[config.mk]
export PLATFORM = sky130hd
export DESIGN_NAME = fifo_rd_stream
export DESIGN_NICKNAME = d
export VERILOG_FILES = /design/src/rtl/fifo_rd_stream.sv
export SDC_FILE = /design/constraint.sdc
export NUM_CORES = 1
export LEC_CHECK = 0
export CAP_MARGIN = 20
export CORE_MARGIN = 2
export CORE_UTILIZATION = 36
export DETAILED_ROUTE_END_ITERATION = 10
export SYNTH_ARGS = -nofsm -noshare
export SYNTH_HDL_FRONTEND = slang
export SYNTH_SLANG_ARGS = --single-unit
[constraint.sdc]
create_clock -name clk_i -period 1.7 [get_ports clk_i]
set_input_delay 0.255 -clock clk_i [delete_from_list [all_inputs] [get_ports clk_i]]
set_output_delay 0.255 -clock clk_i [all_outputs]
set_load 0.01 [all_outputs]
[src/rtl/fifo_rd_stream.sv]
// Drains a first-word-fall-through FIFO into a valid/ready stream through a two-entry registered buffer.
// One cycle from pop to m_valid_o; the pop strobe depends only on reset, fifo_empty_i and buffer occupancy, never on m_ready_i.
module fifo_rd_stream #(
    parameter int WordLength = 8,
    parameter int CountWidth = 16
) (
    input  logic                  clk_i,
    input  logic                  rst_i,
    output logic                  fifo_rd_o,
    input  logic [WordLength-1:0] fifo_r_data_i,
    input  logic                  fifo_empty_i,
    output logic [WordLength-1:0] m_data_o,
    output logic                  m_valid_o,
    input  logic                  m_ready_i,
    output logic [1:0]            level_o,
    output logic [CountWidth-1:0] xfer_count_o
);

    typedef enum logic [1:0] {
        LVL_EMPTY = 2'd0,
        LVL_ONE   = 2'd1,
        LVL_TWO   = 2'd2
    } level_e;

    level_e                  level_q, level_d;
    logic [WordLength-1:0]   head_q, head_d;
    logic [WordLength-1:0]   skid_q, skid_d;
    logic [CountWidth-1:0]   xfer_count_q, xfer_count_d;
    logic                    pop;
    logic                    take;

    always_comb begin
        head_d       = head_q;
        skid_d       = skid_q;
        level_d      = level_q;
        xfer_count_d = xfer_count_q;

        // A free slot is judged from registered occupancy alone, so the pop
        // never waits on the consumer in the same cycle.
        pop  = !rst_i && !fifo_empty_i && (level_q != LVL_TWO);
        take = (level_q != LVL_EMPTY) && m_ready_i;

        case (level_q)
            LVL_EMPTY: begin
                if (pop) begin
                    head_d  = fifo_r_data_i;
                    level_d = LVL_ONE;
                end
            end
            LVL_ONE: begin
                if (pop && take) begin
                    head_d = fifo_r_data_i;
                end else if (pop) begin
                    skid_d  = fifo_r_data_i;
                    level_d = LVL_TWO;
                end else if (take) begin
                    level_d = LVL_EMPTY;
                end
            end
            LVL_TWO: begin
                if (take) begin
                    head_d  = skid_q;
                    level_d = LVL_ONE;
                end
            end
            default: begin
                level_d = LVL_EMPTY;
            end
        endcase

        if (take) begin
            xfer_count_d = xfer_count_q + CountWidth'(1);
        end
    end

    always_ff @(posedge clk_i) begin
        if (rst_i) begin
            level_q      <= LVL_EMPTY;
            head_q       <= '0;
            skid_q       <= '0;
            xfer_count_q <= '0;
        end else begin
            level_q      <= level_d;
            head_q       <= head_d;
            skid_q       <= skid_d;
            xfer_count_q <= xfer_count_d;
        end
    end

    assign fifo_rd_o    = pop;
    assign m_valid_o    = (level_q != LVL_EMPTY);
    assign m_data_o     = head_q;
    assign level_o      = level_q;
    assign xfer_count_o = xfer_count_q;

endmodule
# Yosys cells after proc, flatten, opt, wreduce, memory -nomap -nowiden

Cells that the tools add are included.

Add/sub/neg operators: 1
Equality and inequality tests: 8
Multiplexer cells: 10
Bitwise operators: 1
Reduce and logical (&&, ||, !) cells: 12

Operators by type and width:

| kind                  | count |
|---|---|
| $mux 8                | 3 |
| $pmux 8 s3            | 1 |
| $add 16x1->16 const B | 1 |
| $mux 2                | 5 |
| $ne 2x2->1 const B    | 5 |
| $reduce_and 4->1      | 2 |
| $pmux 2 s3            | 1 |
| $logic_and 1x1->1     | 4 |
| $ne 3x3->1 const B    | 1 |
| $reduce_and 3->1      | 1 |
| $reduce_bool 3->1     | 1 |
| $eq 2x1->1 const B    | 1 |
| $eq 2x2->1 const B    | 1 |
| $logic_not 1->1       | 2 |
| $logic_not 2->1       | 1 |
| $reduce_bool 2->1     | 1 |
| $not 1->1             | 1 |

Register bits after elaboration: 34
Output and inout bits: 28
Word-level logic and storage cells: 36

# Longest topological paths before layout

Word-level depth: 6
Depth in mapped cells: 6

# Worst setup path before layout

Ideal clock, no wire load.

Path type: flip-flop to flip-flop
Start point: register level_q[0], in the netlist level_o[0]
End point: register xfer_count_q[15], in the netlist xfer_count_o[15]
Arrival time: 1.593 ns
Data required time: 1.630 ns
Setup slack: 0.036 ns
Cell stages (with the launch flop): 5
Path buffers: 0
Period minus slack after synthesis: 1.664 ns
Cell sequence: dfxtp_1 -> o21ai_2 -> or3_4 -> or4_1 -> a21oi_1

Cells in the longest elaborated chain, start to end: 2

Ends and longest elaborated chain:

| element                | RTL line | RTL |
|---|---|---|
| from (decl)            | 25       | `level_e level_q, level_d;` |
| from (signal assigned) | 83       | `level_q <= level_d;` |
| $reduce_bool 2->1      | 41       | `take = (level_q != LVL_EMPTY) && m_ready_i;` |
| $logic_and 1x1->1      | 41       |  |
| to (signal assigned)   | 86       | `xfer_count_q <= xfer_count_d;` |
| to (decl)              | 28       | `logic [CountWidth-1:0] xfer_count_q, xfer_count_d;` |

No other way between the ends.
A chain may end at the register's enable or synchronous reset.

# Worst setup path after layout

Start point: input m_ready_i
End point: register xfer_count_q[15], in the netlist xfer_count_o[15]

Cells in the longest elaborated chain, start to end: 1

Ends and longest elaborated chain:

| element           | RTL line | RTL |
|---|---|---|
| from (decl)       | 14       | `input logic m_ready_i,` |
| $logic_and 1x1->1 | 41       |  |

No other way between the ends.

==> qor.yml <==
regArea_um2: 687
max_freq_mhz: 609
drtPass1Iterations: 4
cts_num_sinks: 34
initial_core_util: 0.376
p_per_area_nw_per_um2: 873
synth_fp_nets: 171
die_y_um: 68.9
num_vias: 1356
h-tree-depth: 2
syn_avg_cell_area_um2: 9.59
insertion_delay_ns: 0.29
grt-ovfl-total: 0
num_antenna_cells: 0
ir_worst_vdd_uv: 403
maxCapViolCount: 0
final_cell_mix: "clkdlybuf4s50_1, nor2_1, dfxtp_1, buf_4, mux2i_1"
totalWireLength_mm: 3.59
tns_ns: 0
grtUsageTotal: 0.175
yosys.area.top_type_share: 0.449
setup.worst_path.start_class: "primary input"
viasPerCell: 5.06
routedWlPerCell_um: 13.4
switching_share: 0.217
rows: 23
yosysWarningCount: 0
p_clk_frac: 0.461
root_buffer: "clkbuf_8"
clk_pin_slew_worst_paths_ns: 0.07
io_pins: 40
syn-cell-area_um2: 1520
drive_gt1_frac: 0.206
cts_setup_buffers: 0
async_flop_share: 0
yosysTopAreaCell: "dfxtp_1"
yosys_most_used_dff: "dfxtp_1"
ant_nets: 0
cp_max_fo: 3
hold_path_class: "reg2reg"
fill_cells: 375
p_switching_mw: 0.425
seqPwrFrac: 0.429
grt_pass1_wl_mm: 6.00
status: "completed"
period_share: 0.967
tightest_slew_ns: 0.280
multi_input_area_um2: 803
antenna_found_initial: 0
cts_buffers: 5
layout_commonest_cell: "clkdlybuf4s50_1"
max-slew-margin-rel: 0.812
syn_inst: 158
grt_max_degree: 20
p_leak_nw: 0.900
ys_ff_latch: 34
cp.required_ns: 1.93
min_period_ns: 1.64
cts_tree: "built"
p_int_mw: 1.53
syn_to_final_growth_pct: 47.8
clock_path_buffers: 2
place_congestion: 0.756
synth_edf_count: 0
layout.nets: 230
cts_hold_buf: 0
grt_setup_unrepaired: "true"
crit_arrival_ns: 1.87
hold_violations: 0
final_area_um2: 2240
synth.area.top_cells: "dfxtp_1, mux2i_1, nor2_1"
critPathKind: "in2reg"
core-area_um2: 4030
post-route-drc-count: 0
ys_types: 35
setup_viol: 0
drt_iter0_markers: 60
maxSlewViolCount: 0
dieArea_um2: 4740
port_buffers: 39
place_hpwl_mm: 2.67
p_comb_frac: 0.111
yosysSeqAreaShare: 0.449
die_w_um: 68.9
placement.cell_area_um2: 2100
end_kind: "flip-flop"
fin_skew_ns: 0.00470
grt_pass1_vias: 1298
## cells by family after synthesis
group / after synthesis / synth area share
multiplexers: 20 / 0.134
adder cells (fa/ha/maj): 1 / 0.00826
XOR/XNOR: 10 / 0.0578
buffers and inverters: 9 / 0.0281
AO/OA/AOI/OAI: 20 / 0.107
AND/OR/NAND/NOR: 64 / 0.216
flip-flops: 34 / 0.449
## power by group through the flow
stage | sequential, mW | clock [mW] | combinational, mW
floorplan | 0.864 | 0 | 0.0897
global placement | 0.854 | 0 | 0.213
detailed placement | 0.855 | 0 | 0.219
CTS | 0.837 | 0.921 | 0.217
global route | 0.841 | 0.959 | 0.238
finish | 0.838 | 0.901 | 0.217
## through the flow
| step | instances | setup WS (ns) | power, mW | hold slack (ns) | util |
|---|---|---|---|---|---|
| 2_1_floorplan | 158 | 0.0362 | 0.954 | 0.402 | - |
| 3_3_place_gp | 260 | -0.214 | 1.07 | 0.472 | 0.520 |
| 3_5_place_dp | 260 | -0.227 | 1.07 | 0.485 | 0.520 |
| 4_1_cts | 268 | 0.0403 | 1.97 | 0.504 | 0.554 |
| 5_1_grt | 268 | -0.00755 | 2.04 | 0.522 | 0.556 |
| 6_report | 268 | 0.0568 | 1.96 | 0.500 | 0.556 |
## per-layer routing
layer | wire length [um] | GRT usage | part of all wire | up-vias
li1 | - | - | - | 679
met1 | 1510 | 0.186 | 0.42 | 633
met2 | 1820 | 0.314 | 0.51 | 36
met3 | 187 | 0.0568 | 0.052 | 8
met4 | 73 | 0.0760 | 0.020 | 0
met5 | 0 | 0 | 0 | -
## cell usage after synthesis, drive strengths merged (3+ instances only)
master,number
dfxtp,34
nor2,32
mux2i,18
a211oi,9
xor2,8
buf,6
nand4,6
a21oi,4
nand3,4
clkbuf,3
nand2,3
nor2b,3
o21ai,3
or3,3
## state kept, by name, indices dropped and copies added, names as in the netlist
register,cells
xfer_count_o,16
level_o,2
m_data_o,8
skid_q,8
## what timing repair did
action | 4_1_cts | 5_1_grt
gates cloned | 0 | 0
pin swaps | 0 | 0
endpoints found under the hold margin | 0 | 0
endpoints found under the setup margin | 2 | 9
gates resized for setup | 2 | 9
## final cells by class
type | instances | area share
Tap cell | 50 | 0.0279
Sequential cell | 34 | 0.307
Clock buffer | 5 | 0.0307
Clock inverter | 3 | 0.0307
Timing Repair Buffer | 61 | 0.245
Multi-Input combinational cell | 115 | 0.359
## final timing paths
check	slack [ns]	start	to	cells after the start
worst max register to register	0.14	xfer_count_o[2]	xfer_count_o[15]	4
worst max-delay path	0.06	m_ready_i	xfer_count_o[15]	5
worst min register to register	0.50	skid_q[4]	skid_q[4]	2
worst min-delay path	0.50	skid_q[4]	skid_q[4]	2
## critical path: stages
cell             delay, ns
clkdlybuf4s50_1       0.49
o21ai_2               0.07
or3_4                 0.38
or4_1                 0.52
a21oi_1               0.14
(Power assumes the default switching activity.)
